[src/rtl/stream_line_packer_pkg.sv]
// Shared constants, state encoding and address helper for the stream line packer.
package stream_line_packer_pkg;

    localparam int WORD_W      = 32;
    localparam int LINE_WORDS  = 16;
    localparam int ADDR_W      = 9;
    localparam int CNT_W       = 10;
    localparam int LINE_W      = WORD_W * LINE_WORDS;
    localparam int LINE_STRIDE = 16;
    localparam int IDX_W       = $clog2(LINE_WORDS);

    typedef enum logic [1:0] {
        IDLE  = 2'd0,
        FILL  = 2'd1,
        WRITE = 2'd2,
        DONE  = 2'd3
    } state_t;

    // Snap an arbitrary word address down to the start of its line.
    function automatic logic [ADDR_W-1:0] align_line(input logic [ADDR_W-1:0] addr);
        return addr & ~ADDR_W'(LINE_STRIDE - 1);
    endfunction

endpackage

[src/rtl/stream_line_packer_line_buffer.sv]
// Line assembly register: one word slot written per accept, whole line cleared at once.
module stream_line_packer_line_buffer
    import stream_line_packer_pkg::*;
(
    input  logic              clk,
    input  logic              rst,
    input  logic              clr,
    input  logic              wr_en,
    input  logic [IDX_W-1:0]  wr_idx,
    input  logic [WORD_W-1:0] wr_data,
    output logic [LINE_W-1:0] line_data
);

    logic [LINE_W-1:0] line_q;

    always_ff @(posedge clk or negedge rst) begin
        if (!rst) begin
            line_q <= '0;
        end else if (clr) begin
            line_q <= '0;
        end else if (wr_en) begin
            line_q[wr_idx*WORD_W +: WORD_W] <= wr_data;
        end
    end

    assign line_data = line_q;

endmodule

[src/rtl/stream_line_packer.sv]
// Packs a valid/ready stream of 32-bit words into 512-bit lines and issues one
// single-cycle write per line at a line-aligned, auto-incrementing address.
module stream_line_packer
    import stream_line_packer_pkg::*;
(
    input  logic              clk,
    input  logic              rst,
    input  logic              start,
    input  logic [ADDR_W-1:0] start_addr,
    input  logic              in_valid,
    output logic              in_ready,
    input  logic [WORD_W-1:0] in_data,
    input  logic              in_last,
    output logic              mem_write_en,
    output logic [ADDR_W-1:0] mem_address,
    output logic [LINE_W-1:0] mem_input_data,
    output logic              busy,
    output logic              done,
    output logic [CNT_W-1:0]  lines_written,
    output logic [1:0]        state_dbg
);

    // Handshake: a word transfers on a rising edge where in_valid and in_ready
    // are both high; in_ready is registered and high only while in FILL.
    state_t           state_q, state_d;
    logic [IDX_W-1:0] word_idx_q;
    logic             last_flag_q;
    logic             accept;
    logic             session_start;
    logic             buf_clr;

    assign accept        = in_valid & in_ready;
    assign session_start = (state_q == IDLE) && start;
    assign buf_clr       = session_start || (state_q == WRITE);
    assign state_dbg     = state_q;

    always_comb begin
        state_d = state_q;
        case (state_q)
            IDLE:  if (start) state_d = FILL;
            FILL:  if (accept && ((word_idx_q == IDX_W'(LINE_WORDS - 1)) || in_last)) state_d = WRITE;
            WRITE: state_d = last_flag_q ? DONE : FILL;
            DONE:  state_d = IDLE;
            default: state_d = IDLE;
        endcase
    end

    // Outputs are registered from the next state so they change only on the clock edge.
    always_ff @(posedge clk or negedge rst) begin
        if (!rst) begin
            state_q       <= IDLE;
            in_ready      <= 1'b0;
            mem_write_en  <= 1'b0;
            busy          <= 1'b0;
            done          <= 1'b0;
            mem_address   <= '0;
            lines_written <= '0;
            word_idx_q    <= '0;
            last_flag_q   <= 1'b0;
        end else begin
            state_q      <= state_d;
            in_ready     <= (state_d == FILL);
            mem_write_en <= (state_d == WRITE);
            busy         <= (state_d != IDLE);
            done         <= (state_d == DONE);

            if (session_start) begin
                mem_address   <= align_line(start_addr);
                lines_written <= '0;
                word_idx_q    <= '0;
                last_flag_q   <= 1'b0;
            end

            if (accept) begin
                word_idx_q  <= word_idx_q + IDX_W'(1);
                last_flag_q <= in_last;
            end

            // Address wraps naturally at the top of the 512-word memory.
            if (state_q == WRITE) begin
                mem_address   <= mem_address + ADDR_W'(LINE_STRIDE);
                lines_written <= lines_written + CNT_W'(1);
                word_idx_q    <= '0;
            end
        end
    end

    stream_line_packer_line_buffer u_line_buffer (
        .clk       (clk),
        .rst       (rst),
        .clr       (buf_clr),
        .wr_en     (accept),
        .wr_idx    (word_idx_q),
        .wr_data   (in_data),
        .line_data (mem_input_data)
    );

endmodule

[config.mk]
export PLATFORM = sky130hd
export DESIGN_NAME = stream_line_packer
export DESIGN_NICKNAME = d
export VERILOG_FILES = /design/src/rtl/stream_line_packer_pkg.sv /design/src/rtl/stream_line_packer_line_buffer.sv /design/src/rtl/stream_line_packer.sv
export SDC_FILE = /design/constraint.sdc
export NUM_CORES = 1
export LEC_CHECK = 0
export CAP_MARGIN = 10
export CORE_ASPECT_RATIO = 1.1
export CORE_MARGIN = 2
export CORE_UTILIZATION = 30
export DETAILED_ROUTE_END_ITERATION = 8
export SLEW_MARGIN = 20
export SYNTH_ARGS = -nofsm -noshare
export SYNTH_HDL_FRONTEND = slang
export SYNTH_HIERARCHICAL = 1
export SYNTH_SLANG_ARGS = --single-unit
[constraint.sdc]
create_clock -name clk -period 3.7 [get_ports clk]
set_clock_uncertainty 0.15 [all_clocks]
set_input_delay 0.37 -clock clk [delete_from_list [all_inputs] [get_ports clk]]
set_output_delay 0.37 -clock clk [all_outputs]
set_load 0.02 [all_outputs]
==> results of run 1 <==
[final timing paths]
path                                                      to  slack (ns)  cells past startpoint
max in group asynchronous       u_line_buffer/line_data[402]        2.11                      3
min in group asynchronous        u_line_buffer/line_data[68]        0.22                      2
worst max register to register  u_line_buffer/line_data[232]        0.40                      6
worst min-delay path                             last_flag_q        0.20                      3
worst max-delay path            u_line_buffer/line_data[232]        0.40                      6
worst min register to register  u_line_buffer/line_data[112]        0.33                      2
[cells in the mapped netlist (all sizes together), types with 2 or more instances]
library cell / n / share of area [%]
dfrtp: 538 / 67
a22o: 308 / 13
o2bb2ai: 127 / 5.5
nand2: 125 / 2.3
clkbuf: 111 / 2.1
o21ai: 77 / 1.9
buf: 44 / 1.4
and2: 37 / 1.1
a21oi: 18 / 0.47
nor2: 18 / 0.49
a32o: 15 / 0.75
nor3: 13 / 0.40
nand3: 12 / 0.30
mux2i: 9 / 0.45
inv: 8 / 0.15
nand2b: 6 / 0.19
ha: 5 / 0.31
a31oi: 4 / 0.12
o22ai: 4 / 0.12
and3: 3 / 0.093
nor2b: 3 / 0.13
nor4: 3 / 0.12
o22a: 3 / 0.13
a2111o: 2 / 0.12
a211oi: 2 / 0.099
a41oi: 2 / 0.087
nand3b: 2 / 0.074
nand4: 2 / 0.062
or3b: 2 / 0.099
[logic make-up (layout without fill, tap and decap cells)]
kind of cell | count (synthesis) | after routing | share of synthesized area (%)
AOI/OAI and AO/OA | 565 | 565 | 22.87
DFF | 538 | 538 | 66.82
and+or+nand+nor | 233 | 233 | 5.750
buffers and inverters | 163 | 738 | 3.608
muxes | 10 | 10 | 0.5030
adders and majority gates | 5 | 5 | 0.3105
xor gates and xnor gates | 2 | 2 | 0.1242
other | 1 | 5 | 0.01861
[final cells by class]
class	count	area [sq um]	share of cell area (%)
sequential	538	13460	46.39
timing repair buffer	628	6266	21.59
multi-input combinational	819	6190	21.33
clock buffer	76	1607	5.535
tap	858	1074	3.699
clock inverter	26	391.6	1.349
inverter	8	30.03	0.1035
antenna	1	2.502	0.008622
[per-stage QoR]
step / setup slack (ns) / area, sq um / utilization (%) / total power [uW] / hold WS, ns
6_report: 0.3993 / 29020 / 43.71 / 16160 / 0.2033
5_1_grt: 0.2811 / 29020 / 43.71 / 16770 / 0.2049
4_1_cts: 0.3631 / 28990 / 43.67 / 16270 / 0.1629
3_5_place_dp: 0.3136 / 26980 / 40.64 / 10120 / 0.3227
3_3_place_gp: 0.3801 / 26980 / 40.64 / 10080 / 0.3150
2_1_floorplan: 0.6987 / 20160 / - / 8290 / -0.07559
[flip-flops by register name (all words and copies together), names as in the netlist]
| signal | flops |
|---|---|
| last_flag_q | 1 |
| in_ready | 1 |
| word_idx_q | 4 |
| busy | 1 |
| state_dbg | 2 |
| mem_write_en | 1 |
| done | 1 |
| lines_written | 10 |
| mem_address | 5 |
| u_line_buffer/line_data | 512 |
[layer usage]
| layer | part of all wire (%) | vias to the layer above | track usage (%) |
|---|---|---|---|
| li1 | - | 6697 | - |
| met1 | 41 | 8319 | 29.37 |
| met2 | 49 | 695 | 38.34 |
| met3 | 6.8 | 150 | 5.441 |
| met4 | 3.3 | 6 | 8.004 |
| met5 | 0.049 | - | 0 |
[worst max-delay path, cell delays in order (launching register included)]
cell	delay, ns
dfrtp_1	0.54
inv_1	0.09
ha_1	0.54
inv_1	0.22
a21oi_2	0.61
nand2_1	0.69
o2bb2ai_1	0.36
[where the power goes]
| part | switching (uW) | internal, uW | total (uW) | leakage (uW) |
|---|---|---|---|---|
| sequential | 190 | 6090 | 6280 | 0.00749 |
| clock | 2440 | 3670 | 6120 | 0.000993 |
| combinational | 2780 | 994 | 3770 | 0.00417 |
[timing repair]
| action | in CTS | in global routing |
|---|---|---|
| setup endpoints to repair | 0 | 0 |
| hold endpoints to repair | 81 | 0 |
| hold buffers | 1 | 0 |
==> metrics.cfg, run 1 <==
[setup_path]
cp_max_fo=19
startpoint_type=register
required_ns=4.05
worst-endpoint-arrival_ns=3.66
cp-startpoint=word_idx_q[3]
critPathCaptureType=register
crit-reg2reg-launch=word_idx_q[3]
path_class=reg -> reg

[clock_network]
clkSinkCount=538
htree_levels=2
clockBufferDepth=3
tritoncts=yes
cts_made_buffers=55
cts_setup_buffers=0
clock-root-buffer=clkbuf_16
clk_pin_slew_ns=0.06
clk_latency_ns=0.59
cts_resized=0

[synthesis]
netlist_area_sq_um=20150
ys_seq_elements=538
synth_edf_count=0
yosysSeqAreaShare_pct=66.82
synth_cells=1517
yosysUniqueCellTypes=60
synth_ff_type=dfrtp_1
async_reset_ff_share_pct=100.0
syn-mean-instance-area_sq_um=13.28
yosysWarnings=6

[die]
die-width_um=251.1
dieHeight_um=275.8
design.die.area_sq_um=69250
fp.coreArea_sq_um=66390
boundaryPins=583
start_util_pct=30.35
rows=99

[detailed_routing]
drc=0
drt-wirelength-per-cell_um=27.79
first_pass_iters=5
detail-route-antenna-nets=0
totalWireLength_um=82090
drt_iter0_markers=991
via_per_inst=5.371
num_vias=15870

[sta]
fin_crit_sh_pct=89.21
min_period_ns=3.301
finalHoldViolCount=0
final.setup.tns_ns=0
grt_setup_unrepaired=false
finalSetupViolCount=0
relSlewSlack_pct=22.11
tightest_slew_ns=1.168
fmax_mhz=303.0
finalMaxSlewViolations=0

[min_path]
worstHoldStart=in_last
min_path_type=in -> reg

[cells_and_area]
final_common_cell=clkdlybuf4s50_1
fillCellCount=6081
final_cell_mix=clkdlybuf4s50_1 (573), dfrtp_1 (538), a22o_1 (306), o2bb2ai_1 (127), nand2_1 (125)
finalNetCount=2101
drive_above_1_share_pct=9.212
area_growth_syn_to_layout_pct=44.05
final_cells=2954

[global_routing]
grt_pass1_wl_um=117500
antenna_found_initial=5
grt_max_degree=93
overflow=0
gr-usage-all-layers_pct=22.98
grt_pass1_vias=16210

[placement]
place.gp.congestion=0.8475
dp_cells=2849
port_buffers=574
place_hpwl_um=57130

[power]
leakage_uw=0.01265
max-vdd-ir-drop_mv=0.3111
power.density_nw_per_um2=557.0

[outcome]
outcome=finished, final reports clean

[flow_run]
cap_violations=0

Power figures use the tool's default switching activity.
==> inputs of run 2 (changes only) <==
- CAP_MARGIN: 10 -> 30
==> metrics.cfg, run 2 (synthesis results as in run 1) <==
[outcome]
outcome=finished, final reports clean

[clock_network]
clkSinkCount=538  ; unchanged
cts_made_buffers=55  ; unchanged
htree_levels=2  ; unchanged
tritoncts=yes
cts_resized=0  ; unchanged
clock-root-buffer=clkbuf_16
clk_latency_ns=0.59  ; about the same
clockBufferDepth=3  ; unchanged
clk_pin_slew_ns=0.06  ; about the same

[setup_path]
worst-endpoint-arrival_ns=3.70  ; +0.04 ns
critical_path.top_delay_family=compound AO/OA/AOI/OAI gates
r2r_cells=6  ; unchanged
crit_path_max_incr_delay_ns=0.69  ; about the same
cp_slowest_cell=nand2_1
cp-startpoint=word_idx_q[3]
critPathCaptureType=register
crit_chain=inv_1 -> ha_1 -> inv_1 -> a21oi_2 -> nand2_1 -> o2bb2ai_1
startpoint_type=register
crit-reg2reg-launch=word_idx_q[3]
ff2ff_setup_slack_ns=0.34  ; -0.06 ns
cp_max_fo=19  ; unchanged
required_ns=4.05  ; about the same
reg2reg_to=u_line_buffer/line_data[235]
critical_path_buf_inv_count=2  ; unchanged
endpoint=u_line_buffer/line_data[235]
critical_path_cell_count=6  ; unchanged
path_class=reg -> reg
path_common_cell=inv_1

[sta]
min_period_ns=3.358  ; +0.05770 ns
relSlewSlack_pct=37.66  ; +16 points
finalMaxSlewViolations=0  ; unchanged
fin_crit_sh_pct=90.77  ; +1.6 points
finalSetupViolCount=0  ; unchanged
finalHoldViolCount=0  ; unchanged
grt_setup_unrepaired=false
final.setup.tns_ns=0  ; unchanged
tightest_slew_ns=0.9351  ; -0.2333 ns
fmax_mhz=297.8  ; -1.7%

[die]
fp.coreArea_sq_um=66390  ; unchanged
die-width_um=251.1  ; unchanged
dieHeight_um=275.8  ; unchanged
rows=99  ; unchanged
design.die.area_sq_um=69250  ; unchanged
boundaryPins=583  ; unchanged
start_util_pct=30.35  ; unchanged

[placement]
place_hpwl_um=57330  ; +0.35%
place.gp.congestion=0.8475  ; unchanged
port_buffers=574  ; unchanged

[power]
power.internal_uw=10490  ; -2.5%
p_sw_share_pct=34.19  ; +0.71 points
max-vdd-ir-drop_mv=0.3006  ; -3.4%
power.density_nw_per_um2=548.6  ; -1.5%
combPwrFrac_pct=24.6  ; +1.3 points
switching_power_uw=5450  ; +0.71%
leakage_uw=0.01266  ; about the same
clockPowerShare_pct=36.0  ; -1.8 points
seqPwrFrac_pct=39.4  ; +0.6 points

[cells_and_area]
final_cell_mix=clkdlybuf4s50_1 (573), dfrtp_1 (538), a22o_1 (306), o2bb2ai_1 (127), nand2_1 (125)
final_common_cell=clkdlybuf4s50_1
finalNetCount=2107  ; +0.29%
drive_above_1_share_pct=9.424  ; +0.21 points
largest_reg_flops=512  ; unchanged
final_util_pct=43.76  ; +0.049 points
area_growth_syn_to_layout_pct=44.21

[detailed_routing]
detail-route-antenna-nets=0  ; unchanged
via_per_inst=5.374  ; about the same
drt-wirelength-per-cell_um=27.64  ; -0.52%
first_pass_iters=5  ; unchanged
num_vias=15920  ; +0.33%
totalWireLength_um=81880  ; -0.25%
drt_iter0_markers=1171  ; +18%
drc=0  ; unchanged

[min_path]
hold_depth=3  ; unchanged
min_path_type=in -> reg

[global_routing]
grt_max_degree=93  ; unchanged
grt_pass1_vias=16040  ; -1.1%
antenna_found_initial=5  ; unchanged
grt_pass1_wl_um=116800  ; -0.56%
overflow=0  ; unchanged
gr-usage-all-layers_pct=22.98  ; about the same

[flow_run]
cap_violations=0  ; unchanged

-- run 2: worst min-delay path by stage --
stage,from,endpoint,slack (ns)
2_1_floorplan,rst,busy,-0.08
3_3_place_gp,u_line_buffer/line_data[112],u_line_buffer/line_data[112],0.32
3_5_place_dp,u_line_buffer/line_data[38],u_line_buffer/line_data[38],0.32
4_1_cts,in_last,last_flag_q,0.17
5_1_grt,in_last,last_flag_q,0.24
6_report,in_last,last_flag_q,0.21
-- run 2: area by class of cell --
| type | count | area [sq um] |
|---|---|---|
| Tap cell | 858 | 1074 |
| Multi-Input combinational cell | 819 | 6190 |
| Antenna cell | 3 | 7.507 |
| Fill cell | 6109 | 37340 |
| Inverter | 8 | 30.03 |
| Clock buffer | 75 | 1583 |
| Timing Repair Buffer | 634 | 6431 |
| Sequential cell | 538 | 13460 |
| Clock inverter | 27 | 277.8 |
-- run 2: timing repair --
action / 4_1_cts / 5_1_grt
hold buffers: 1 / 0
endpoints found under the hold margin: 81 / 0
setup buffers: 0 / 0
setup endpoints to repair: 0 / 0
-- run 2: power by group through the flow --
stage	clock network (uW)	logic, uW	registers (uW)
after global placement	0	3710	6370
after detailed placement	0	3820	6380
final	5740	3920	6270
after floorplan	0	1730	6560
after global routing	6130	4140	6300
after CTS	5890	3820	6270
-- run 2: layer usage --
metal  GRT usage [%]  vias up  wire length [um]
met1           29.56     8299             33330
met3           5.894      167              6045
li1                -     6725                 -
met2           37.01      722             39010
met4           9.649        6              3455
met5               0        -                39
-- run 2: stage by stage --
stage               setup WS, ns  cells  total power (uW)  hold WS [ns]  cell area, sq um
floorplan                 0.6987   1520              8290      -0.07559             20160
global placement          0.3801   2849             10080        0.3150             26980
detailed placement        0.3251   2852             10200        0.3227             27070
CTS                       0.4003   2955             15980        0.1659             28940
global route              0.1909   2959             16570        0.2405             29050
finish                    0.3416   2962             15940        0.2114             29060
-- run 2: tightest hold or removal path: stages --
cell	delay (ns)
clkdlybuf4s50_1	0.43
nand2_1	0.07
nand2_1	0.04
